### src/rtl/game_pkg.sv
// Shared types and default constants for the whack-a-mole game controller.
package game_pkg;

    typedef enum logic [1:0] {
        IDLE,
        PLAY,
        OVER
    } game_state_t;

    localparam int TICK_DIV_DEFAULT     = 100_000_000;
    localparam int GAME_SECONDS_DEFAULT = 60;
    localparam int SCORE_MAX_DEFAULT    = 99;

endpackage

### src/rtl/rise_detect.sv
// Rising-edge detector; prev resets high so a level held through reset gives no pulse.
module rise_detect (
    input  logic clk,
    input  logic rst_n,
    input  logic level,
    output logic pulse
);

    logic prev;

    always_ff @(posedge clk or negedge rst_n) begin
        if (!rst_n) begin
            prev <= 1'b1;
        end else begin
            prev <= level;
        end
    end

    assign pulse = level & ~prev;

endmodule

### src/rtl/game_ctrl.sv
// Game controller: start/restart, one-second countdown and saturating hit score.
module game_ctrl
    import game_pkg::*;
#(
    parameter int TICK_DIV     = TICK_DIV_DEFAULT,
    parameter int GAME_SECONDS = GAME_SECONDS_DEFAULT,
    parameter int SCORE_MAX    = SCORE_MAX_DEFAULT
) (
    input  logic       clk,
    input  logic       rst_n,
    input  logic       start,
    input  logic       hit,
    output logic [7:0] timer_value,
    output logic [7:0] score_value,
    output logic       game_active,
    output logic       game_over,
    output logic       sec_tick
);

    localparam int               PW         = (TICK_DIV > 1) ? $clog2(TICK_DIV) : 1;
    localparam logic [PW-1:0]    PRE_LAST   = PW'(TICK_DIV - 1);
    localparam logic [7:0]       TIMER_INIT = 8'(GAME_SECONDS);
    localparam logic [7:0]       SCORE_TOP  = 8'(SCORE_MAX);

    if (GAME_SECONDS < 1 || GAME_SECONDS > 99) begin : g_bad_game_seconds
        $error("game_ctrl: GAME_SECONDS must be in 1..99");
    end
    if (SCORE_MAX < 1 || SCORE_MAX > 99) begin : g_bad_score_max
        $error("game_ctrl: SCORE_MAX must be in 1..99");
    end
    if (TICK_DIV < 1) begin : g_bad_tick_div
        $error("game_ctrl: TICK_DIV must be at least 1");
    end

    game_state_t   state, state_nxt;
    logic [PW-1:0] prescaler;
    logic          start_rise;
    logic          hit_rise;
    logic          tick_now;

    rise_detect u_start_rise (
        .clk   (clk),
        .rst_n (rst_n),
        .level (start),
        .pulse (start_rise)
    );

    rise_detect u_hit_rise (
        .clk   (clk),
        .rst_n (rst_n),
        .level (hit),
        .pulse (hit_rise)
    );

    assign tick_now    = (state == PLAY) && (prescaler == PRE_LAST);
    assign game_active = (state == PLAY);
    assign game_over   = (state == OVER);

    always_ff @(posedge clk or negedge rst_n) begin
        if (!rst_n) begin
            state <= IDLE;
        end else begin
            state <= state_nxt;
        end
    end

    always_comb begin
        state_nxt = state;
        case (state)
            IDLE, OVER: if (start_rise) state_nxt = PLAY;
            PLAY:       if (tick_now && timer_value <= 8'd1) state_nxt = OVER;
            default:    state_nxt = IDLE;
        endcase
    end

    // The final 1->0 tick still pulses sec_tick, so it lands in the first OVER cycle.
    always_ff @(posedge clk or negedge rst_n) begin
        if (!rst_n) begin
            prescaler   <= '0;
            timer_value <= TIMER_INIT;
            score_value <= '0;
            sec_tick    <= 1'b0;
        end else begin
            sec_tick <= tick_now;
            if (state != PLAY) begin
                prescaler <= '0;
                if (start_rise) begin
                    timer_value <= TIMER_INIT;
                    score_value <= '0;
                end
            end else begin
                prescaler <= tick_now ? '0 : prescaler + PW'(1);
                if (tick_now) begin
                    timer_value <= timer_value - 8'd1;
                end
                if (hit_rise && score_value < SCORE_TOP) begin
                    score_value <= score_value + 8'd1;
                end
            end
        end
    end

endmodule

### config.mk
export PLATFORM = sky130hd
export DESIGN_NAME = game_ctrl
export DESIGN_NICKNAME = d
export VERILOG_FILES = /design/src/rtl/game_pkg.sv /design/src/rtl/rise_detect.sv /design/src/rtl/game_ctrl.sv
export SDC_FILE = /design/constraint.sdc
export NUM_CORES = 1
export LEC_CHECK = 0
export ABC_CLOCK_PERIOD_IN_PS = 2600
export BUFFER_PORTS_ARGS = -buffer_cell sky130_fd_sc_hd__buf_2
export CELL_PAD_IN_SITES_DETAIL_PLACEMENT = 1
export CELL_PAD_IN_SITES_GLOBAL_PLACEMENT = 2
export CORE_ASPECT_RATIO = 2
export CORE_MARGIN = 3
export CORE_UTILIZATION = 37
export DETAILED_ROUTE_END_ITERATION = 7
export PLACE_DENSITY = 0.75
export SYNTH_ARGS = -nofsm -noshare
export SYNTH_HDL_FRONTEND = slang
export SYNTH_HIERARCHICAL = 1
export SYNTH_SLANG_ARGS = --single-unit
### constraint.sdc
create_clock -name clk -period 2.6 [get_ports clk]
set_input_delay 0.52 -clock clk [delete_from_list [all_inputs] [get_ports clk]]
set_output_delay 0.52 -clock clk [all_outputs]
set_load 0.02 [all_outputs]
; ---- Word level (Yosys, flattened, before mapping)
; Index checks and enable logic that the tools add are counted.
[classes]
add_sub_neg = 3
n_lt_le_gt_ge = 2
eq_ne = 7
mux = 11
n_bitwise = 4
reduce_logical = 10
[ops]
columns = operator, n
row1 = 27-bit 2-to-1 mux, 2
row2 = 8-bit 2-to-1 mux, 6
row3 = 27-bit by 1-bit adder with 27-bit output (second input constant), 1
row4 = 27-bit == test (second input constant), 1
row5 = 8-bit by 1-bit adder with 8-bit output (second input constant), 1
row6 = 8-bit by 1-bit <= comparator with 1-bit output (second input constant), 1
row7 = 8-bit by 7-bit less-than comparator with 1-bit output (second input constant), 1
row8 = 8-bit by 1-bit subtractor with 8-bit output (second input constant), 1
row9 = 2-bit AND reduction, 3
row10 = 2-bit 2-to-1 mux, 2
row11 = 2-bit by 1-bit inequality test with 1-bit output (second input constant), 2
row12 = 2-bit inequality test (second input constant), 2
row13 = 2-bit case mux with 2 select lines, 1
row14 = 2-bit nonzero test, 2
row15 = 1-bit logical AND, 3
row16 = 1-bit bitwise AND, 2
row17 = 2-bit by 1-bit == test with 1-bit output (second input constant), 1
row18 = 2-bit == test (second input constant), 1
row19 = 2-bit zero test, 1
row20 = 1-bit NOT, 2
row21 = 2-bit OR reduction, 1
[totals]
register_bits = 48
input_bits = 4

; ---- Longest topological paths before layout
; Gate-level depths: netlist (run 1).
[logic_depth]
ltp_word = 5
mapped_depth = 8
mapped_depth_nobuf = 6

; ---- Modules after synthesis
; Netlist (run 1), hierarchy kept.
[by_module_without_submodules]
columns = module, instances, cells_per_inst, area_each_um2, seq_area_each_um2
row1 = game_ctrl, 1, 251, 2401.1, 1156.1
row2 = rise_detect, 2, 2, 40.0, 26.3

; ---- Worst setup path before layout (run 1)
; No wires, ideal clock.
[synth_path]
kind = flip-flop to flip-flop
startpoint = reg score_value[0]
endpoint = reg score_value[4]
setup_time_ns = 0.135
arrival_ns = 2.031
required_time_ns = 2.465
path_slack_ns = 0.434
stages_incl_launch_ff = 8
path_buffers = 1
period_less_slack_ns = 2.166
cell_sequence = dfrtp_1 -> ha_1 -> or4_1 -> a311oi_1 -> buf_2 -> nand4_1 -> xor2_1 -> nor2_1
[synth_between]
elab_chain_len = 4
[synth_lines]
columns = element, line
row1 = start: declaration, game_ctrl.sv:14  ; output logic [7:0] score_value,
row2 = start signal: assignment, game_ctrl.sv:97  ; score_value <= score_value + 8'd1;
row3 = 8-bit by 7-bit less-than comparator with 1-bit output, game_ctrl.sv:96  ; if (hit_rise && score_value < SCORE_TOP) begin
row4 = 1-bit logical AND, game_ctrl.sv:96
row5 = 2-bit nonzero test (no source line), --
row6 = 2-bit AND reduction (no source line), --
; Several ways; a longest one is shown, not always the timed one. The select of a mux whose other input is x is not followed.
; A chain may end at the register's enable or synchronous reset.

; ---- Final worst setup path (run 1)
[layout_path]
startpoint = reg prescaler[0]
endpoint = reg timer_value[7]
[layout_between]
elab_chain_len = 4
[layout_lines]
columns = element, line
row1 = start: declaration, game_ctrl.sv:36  ; logic [PW-1:0] prescaler;
row2 = start signal: assignment, game_ctrl.sv:92  ; prescaler <= tick_now ? '0 : prescaler + PW'(1);
row3 = 27-bit == test, game_ctrl.sv:55  ; assign tick_now = (state == PLAY) && (prescaler == PRE_LAST);
row4 = 1-bit logical AND, game_ctrl.sv:55
row5 = 2-bit nonzero test (no source line), --
row6 = 2-bit AND reduction (no source line), --
row7 = end signal: assignment, game_ctrl.sv:94  ; timer_value <= timer_value - 8'd1;
row8 = end: declaration, game_ctrl.sv:13  ; output logic [7:0] timer_value,
; Every way passes these cells.

==> results of run 1 <==
==> cells in the final DEF, fill, tap and decap left out, types with 4 or more instances in the layout <==
cell type,n
dfrtp_1,42
nor2_1,41
buf_2,22
nand2_1,19
xor2_1,19
nand3_1,18
buf_4,17
nand4_1,14
and3_1,6
and4_1,6
or4_1,6
nor3_1,6
dfstp_2,6
o21ai_0,5
clkbuf_16,5
inv_1,4
or3_1,4
and2_1,4
xnor2_1,4
a21oi_1,4
ha_1,4
==> cell usage after synthesis, types with 2 or more instances <==
master     n
dfrtp_1   42
nor2_1    41
nand2_1   19
xor2_1    19
nand3_1   18
nand4_1   14
and3_1     6
and4_1     6
buf_2      6
dfstp_2    6
nor3_1     6
or4_1      6
o21ai_0    5
a21oi_1    4
and2_1     4
ha_1       4
inv_1      4
or3_1      4
xnor2_1    4
mux2i_1    3
nand2b_1   3
o31ai_1    3
a21o_1     2
a31oi_1    2
clkbuf_1   2
nor2b_4    2
nor4_1     2
==> worst max-delay path by stage <==
stage,end,slack [ns],depth (start not counted)
finish,timer_value[7],0.28,6
global route,state[0],0.15,6
CTS,timer_value[7],0.28,6
detailed placement,state[0],0.28,6
global placement,state[0],0.36,6
floorplan,score_value[4],0.43,7
==> cell type report <==
type | count | area, sq um | area share [%]
sequential | 48 | 1209 | 41.25
multi-input combinational | 193 | 1209 | 41.25
timing repair buffer | 39 | 237.7 | 8.113
clock buffer | 6 | 138.9 | 4.740
tap | 86 | 107.6 | 3.672
inverter | 5 | 18.77 | 0.6405
clock inverter | 2 | 10.01 | 0.3416
==> worst max-delay path, delay by kind of cell (launching register included) <==
family	cells	cell delay [ns]
compound gates	1	0.17
fa+ha+maj	1	0.25
flops	1	0.39
simple gates	4	1.42
==> through the flow <==
step           util [%]  hold WS [ns]
6_report          45.70        0.3173
5_1_grt           45.70        0.3258
4_1_cts           45.70        0.3280
3_5_place_dp      43.38        0.4886
3_3_place_gp      43.38        0.4696
2_1_floorplan         -        0.2244
==> state kept, by name (all words and copies together) (netlist names) <==
register           count
prescaler             27
score_value            8
sec_tick               1
state                  2
timer_value            8
u_hit_rise/prev        1
u_start_rise/prev      1
==> cells by family after synthesis <==
logic type	after synthesis	share of synthesized area (%)
AND/OR/NAND/NOR	141	31.47
flip-flops	48	48.71
XOR/XNOR	23	8.119
AO/OA/AOI/OAI	21	5.446
buffers and inverters	14	2.572
multiplexers	4	1.664
adder cells (fa/ha/maj)	4	2.017
==> layer usage <==
layer  vias up  track usage [%]  part of all wire [%]
met5         -                0                     0
met2        26            36.42                    59
met3         9            3.044                   2.5
li1        979                -                     -
met1      1032            18.93                    36
met4         0            7.848                   2.5
==> where the power goes <==
part	total, mW	internal (mW)	switching, mW
Clock	0.654	0.379	0.274
Combinational	0.159	0.0581	0.101
Sequential	0.827	0.781	0.0451
==> out/results.ini, run 1 <==
[pwr]
power.density_nw_per_um2=559.6
finalPower_mw=1.640
vdd_drop_max_uv=465.9
p_leak_nw=1.358

[clock_network]
post_cts_buffers=0
cts-buffers-inserted=5
cts_tree=yes
cts_max_level=2
ctsHoldBuffers=0
clockRootBuffer=clkbuf_16
clock-sinks=48
clock_latency_ns=0.29
cts-resized-gates=0
cts_max_path_buffers=2
cts.reportedPaths.clkPinSlew_ns=0.06

[sta]
rsz0062_at_grt=no
max-slew-margin-rel_pct=58.79
finalClockSkew_ns=0.003072
final-hold-violation-count=0
fin_tns_setup_ns=0
worst_pin_slew_ns=0.6135
min_period_over_period_pct=89.20
slew_viol_final=0
layout_setup_ws_ns=0.2808
setup_viol=0
min_period_ns=2.319
max_freq_mhz=431.2

[placed_design]
dp_slack_ns=0.2806
placed_cell_area_sq_um=2781
dp_hpwl_mm=4.970
gp_congestion=0.7767
io_buffers=22
dp.cells=371

[synth]
yosysUniqueCellTypes=45
yosysSeqAreaShare_pct=48.71
synth_area_leader_cell=dfrtp_1
synth_top_area_share_pct=42.36
ys_warn_count=6
synth_edf_count=0
postSynthCellCount=255
async_reset_ff_share_pct=100.0
syn_area_per_cell_sq_um=9.730
synth.top_cells.by_area=dfrtp_1 (42%), xor2_1 (6.7%), dfstp_2 (6.4%)
syn_area_sq_um=2481
yosys_most_used_dff=dfrtp_1
ys_ff_latch=48
syn_nets=263

[final_layout]
drive_gt1_share_pct=20.82
fin_cells=379
postLayoutCellArea_sq_um=2930
n_antenna_cell=0
num-nets-final=300
num-fill-cells=756
area_growth_pct=18.10

[route]
wl_per_cell_um=17.33
post-route-drc-count=0
dr.pass1.iters=4
via_count=2046
vias_per_cell=5.398
drtIter0Drc=63
wl_mm=6.568
ant_nets=0

[grt]
grtUsageTotal_pct=18.71
grt_max_degree=49
grt_pass1_vias=2278
grt_remaining_overflow=0
antenna_found_initial=0
grt_pass1_wl_mm=11.21

[floorplanning]
design.core.area_sq_um=6412
die_h_um=121.8
rows=41
pin_count=23
die_area_sq_um=7784
die_x_um=63.91
start_util_pct=38.69

[critical_path]
path_cells=ha_1, and4_4, nand2_4, or3_1, or4_1, a21oi_1
path_class=flip-flop to flip-flop
startpoint=prescaler[0]
reg2reg_depth=6
start_kind=flip-flop
critical_path_peak_fanout=8
reg2reg_from=prescaler[0]
crit_slowest_cell=or4_1
r2r-end=timer_value[7]
crit_required_ns=2.81
reg2reg_slack_ns=0.28
end_kind=flip-flop
max_stage_delay_ns=0.55
arrival_ns=2.53

[worst_hold_path]
hp-class=input pin to asynchronous set/reset pin

[flow_run]
max-cap-violations=0

[run_status]
outcome=finished clean

(Power assumes the default switching activity.)
==> run 2, diff against run 1 <==
- ABC_AREA: unset -> 1
- CORE_UTILIZATION: 37 -> 34
==> out/results.ini, run 2 <==
[route]
dr.pass1.iters=4
via_count=2451
post-route-drc-count=0
wl_mm=7.791
vias_per_cell=4.892
wl_per_cell_um=15.55
ant_nets=0
drtIter0Drc=55

[critical_path]
start_kind=flip-flop
crit_required_ns=2.84
path_class=flip-flop to flip-flop
end_kind=flip-flop
arrival_ns=2.03
critical_path_peak_fanout=11

[sta]
min_period_ns=1.788
final-hold-violation-count=0
slew_viol_final=0
fin_tns_setup_ns=0
min_period_over_period_pct=68.75
max_freq_mhz=559.4
max-slew-margin-rel_pct=57.36
rsz0062_at_grt=no
finalClockSkew_ns=0.005813
setup_viol=0
worst_pin_slew_ns=0.6396

[pwr]
p_leak_nw=1.476
p_int_mw=1.486
power.density_nw_per_um2=735.9
p_clk_share_pct=29.1
seq_power_share_pct=43.5
switching_share_pct=35.56
pwr-share-comb_pct=27.4
vdd_drop_max_uv=382.2
netSwitchingPower_uw=819.9

[clock_network]
clock-sinks=48
cts-resized-gates=0
clock_latency_ns=0.29
cts_tree=yes
cts-buffers-inserted=5
cts.reportedPaths.clkPinSlew_ns=0.07
cts_max_level=2
post_cts_buffers=0
ctsHoldBuffers=0
clockRootBuffer=clkbuf_16
cts_max_path_buffers=2

[placed_design]
dp_hpwl_mm=6.220
dp.cells=493
io_buffers=22
gp_congestion=0.7905

[synth]
ys_warn_count=6
synth.top_cells.by_area=dfrtp_1 (38%), nand2_1 (14%), nor2_1 (11%)
synth.most_common_cell=nand2_1
postSynthCellCount=378
syn_area_sq_um=2771
yosys_most_used_dff=dfrtp_1
syn_nets=386
synth_area_leader_cell=dfrtp_1
ys_ff_latch=48
async_reset_ff_share_pct=100.0
synth_edf_count=0
synth_top_area_share_pct=37.92
syn_area_per_cell_sq_um=7.332
yosysUniqueCellTypes=28
yosysSeqAreaShare_pct=43.61
ys_top_cells_by_count=nand2_1 (100), nor2_1 (82), dfrtp_1 (42), inv_1 (40), nand3_1 (32)

[floorplanning]
die_x_um=69.84
die_h_um=133.7
design.core.area_sq_um=7943
die_area_sq_um=9336
pin_count=23
rows=46
start_util_pct=34.89

[final_layout]
top_register=prescaler
n_antenna_cell=0
num-nets-final=412
fin_cells=501
largest_reg_flops=27
drive_gt1_share_pct=15.06
final_cell_mix=nand2_1 (100), nor2_1 (82), dfrtp_1 (42)
num-fill-cells=1015
top_regs=prescaler: 27 flops, score_value: 8 flops, timer_value: 8 flops
layout_commonest_cell=nand2_1
area_growth_pct=13.05

[grt]
grt_pass1_vias=2609
grt_remaining_overflow=0
grt_max_degree=49
grt_pass1_wl_mm=13.30
grtUsageTotal_pct=18.32
antenna_found_initial=0

[worst_hold_path]
hp-class=input pin to asynchronous set/reset pin

[flow_run]
max-cap-violations=0

[run_status]
outcome=finished clean

-- run 2: metal layers --
layer	track usage, %	part of all wire [%]
met2	37.04	60
met4	7.249	3.0
met3	2.115	1.8
met5	0	0
met1	18.14	35
-- run 2: final timing paths --
check	startpoint	depth (start not counted)	end	slack (ns)
setup / recovery	prescaler[0]	9	timer_value[4]	0.81
setup reg to reg	prescaler[0]	9	timer_value[4]	0.81
max in group asynchronous	rst_n	2	prescaler[16]	1.84
hold / removal	rst_n	2	prescaler[13]	0.33
min in group clk	start	1	u_start_rise/prev	0.33
hold reg to reg	prescaler[0]	1	prescaler[0]	0.49
-- run 2: critical path, cell delays in order (launching register included) --
cell and delay (ns):
dfrtp_1 0.39, ha_1 0.18, nand2_1 0.10, nor2_4 0.16
nand2_2 0.12, nor2_4 0.16, nand2_2 0.19, nand2_2 0.21
o21ai_0 0.12, nand2_1 0.09
-- run 2: power groups by stage --
| stage | clock network (mW) | registers [mW] | logic, mW |
|---|---|---|---|
| 6_report | 0.670 | 1.00 | 0.633 |
| 5_1_grt | 0.726 | 1.02 | 0.720 |
| 3_3_place_gp | 0 | 1.01 | 0.640 |
| 2_1_floorplan | 0 | 1.07 | 0.372 |
| 4_1_cts | 0.697 | 1.01 | 0.651 |
| 3_5_place_dp | 0 | 1.02 | 0.647 |
-- run 2: cells by family (layout without fill, tap and decap cells) --
group	after synthesis	count (layout)	share of synthesized area [%]
AOI/OAI and AO/OA	23	23	5.147
xor gates and xnor gates	14	14	4.424
adders and majority gates	4	4	1.806
buffers and inverters	46	73	6.636
DFF	48	48	43.61
and+or+nand+nor	243	243	38.37
-- run 2: through the flow --
stage	hold slack (ns)	setup slack, ns	power (mW)	utilization [%]	cell area (sq um)
finish	0.3331	0.8125	2.306	39.45	3133
global route	0.3273	0.5889	2.470	39.45	3133
CTS	0.3287	0.7851	2.354	39.45	3133
detailed placement	0.4828	0.8188	1.662	37.56	2983
global placement	0.4745	0.8893	1.654	37.56	2983
floorplan	0.2244	0.9958	1.440	-	2771
-- run 2: cell type report --
class / count / area, sq um / share of cell area, %
sequential: 48 / 1209 / 38.58
clock buffer: 7 / 142.6 / 4.553
multi-input combinational: 284 / 1379 / 44.01
inverter: 42 / 157.7 / 5.032
clock inverter: 1 / 7.507 / 0.2396
tap: 96 / 120.1 / 3.834
timing repair buffer: 23 / 117.6 / 3.754
==> run 3, diff against run 2 <==
- ABC_AREA: 1 -> 0
- ABC_CLOCK_PERIOD_IN_PS: 2600 -> 1650
- CORE_UTILIZATION: 34 -> 37
- clock period: 2.6 -> 1.65 ns (I/O delays scaled with it)
==> out/results.ini, run 3 (same netlist as run 1, synthesis figures left out) <==
[run_status]
outcome=finished with violations
failed_checks=setup timing

[flow_run]
max-cap-violations=0

[floorplanning]
pin_count=23
design.core.area_sq_um=6412
rows=41
start_util_pct=38.69
die_area_sq_um=7784
die_x_um=63.91
die_h_um=121.8

[grt]
antenna_found_initial=0
grt_pass1_vias=2619
grtUsageTotal_pct=23.39
grt_pass1_wl_mm=13.72
grt_max_degree=31
grt_remaining_overflow=0

[critical_path]
end_kind=flip-flop
critical_path_peak_fanout=3
r2r-end=score_value[5]
path_class=flip-flop to flip-flop
reg2reg_depth=7
crit_required_ns=1.84
reg2reg_slack_ns=-0.36
start_kind=flip-flop
arrival_ns=2.20
reg2reg_from=score_value[1]
endpoint=score_value[5]
startpoint=score_value[1]

[placed_design]
gp_congestion=0.8153
dp.cells=416
io_buffers=22
dp_hpwl_mm=5.712

[route]
wl_mm=8.852
dr.pass1.iters=4
ant_nets=0
vias_per_cell=5.493
post-route-drc-count=0
drtIter0Drc=88
via_count=2417
wl_per_cell_um=20.12

[pwr]
power.density_nw_per_um2=792.8
p_leak_nw=1.804
vdd_drop_max_uv=693.4

[final_layout]
top_register=prescaler
fin_cells=440
largest_reg_flops=27
final_cell_mix=buf_4 (64), dfrtp_1 (40), nor2_1 (36)
final_core_utilization_pct=58.79
top_regs=prescaler: 27 flops, score_value: 8 flops, timer_value: 8 flops
drive_gt1_share_pct=45.20
layout_commonest_cell=buf_4
n_antenna_cell=0
area_growth_pct=51.94
num-nets-final=361

[sta]
layout_setup_ws_ns=-0.3593
max-slew-margin-rel_pct=68.60
worst_pin_slew_ns=0.4710
rsz0062_at_grt=yes
min_period_ns=2.009
finalClockSkew_ns=0.006160
slew_viol_final=0
timing.hold.ws_ns=0.1435
max_freq_mhz=497.7
final-hold-violation-count=0
fin_tns_setup_ns=-10.04
setup_viol=39
min_period_over_period_pct=121.8

[clock_network]
cts_max_path_buffers=2
cts_max_level=2
cts-buffers-inserted=5
cts_tree=yes
cts.reportedPaths.clkPinSlew_ns=0.06
clockRootBuffer=clkbuf_16
clock-sinks=48
clock_latency_ns=0.30

[worst_hold_path]
hp-class=input pin to flip-flop

-- run 3: layer usage --
layer	GRT usage, %	wire, um	part of all wire [%]	vias to the layer above
met1	23.62	3107	35	1245
met5	0	0	0	-
met4	14.07	376	4.2	0
li1	-	-	-	1105
met2	43.88	5216	59	41
met3	3.321	152	1.7	26
-- run 3: worst min-delay path by stage --
stage,startpoint,end,slack [ns],cells past startpoint
floorplan,rst_n,prescaler[0],0.03,0
global placement,rst_n,prescaler[7],0.31,1
detailed placement,rst_n,prescaler[7],0.31,1
CTS,start,u_start_rise/prev,0.14,1
global route,hit,u_hit_rise/prev,0.14,1
finish,start,u_start_rise/prev,0.14,1
-- run 3: timing repair --
action | CTS | global route
pin swaps | 16 | 18
setup buffers | 11 | 6
endpoints found under the setup margin | 40 | 43
hold buffers | 1 | 0
endpoints found under the hold margin | 12 | 0
cloned | 1 | 2
gates resized for setup | 32 | 19
-- run 3: final cells by class --
cell class | instances | area (sq um)
Multi-Input combinational cell | 193 | 1430
Clock buffer | 7 | 152.6
Inverter | 5 | 20.02
Tap cell | 86 | 107.6
Clock inverter | 1 | 30.03
Fill cell | 709 | 2643
Sequential cell | 48 | 1211
Timing Repair Buffer | 100 | 818.3
-- run 3: worst max-delay path: stages (launching register included) --
cell and delay (ns):
dfrtp_2 0.42, ha_4 0.16, or4_4 0.44, a311oi_4 0.33, buf_4 0.17, nor2_2 0.04, a21o_1 0.15, a22o_1 0.17
-- run 3: per-stage QoR --
step                power, mW  worst slack, ns  cell area, sq um
finish                  2.989          -0.3593              3770
global route            3.098          -0.4250              3770
CTS                     2.984          -0.3510              3626
detailed placement      1.683          -0.4482              3214
global placement        1.673          -0.3573              3214
floorplan               1.475          -0.3372              2576
-- run 3: where the power goes --
part           leakage, nW  switching [mW]  internal (mW)  total [mW]
logic                 1.11           0.243          0.192       0.434
registers            0.605          0.0480           1.23        1.28
clock network       0.0901           0.473          0.799        1.27
total                 1.80           0.764           2.22        2.99
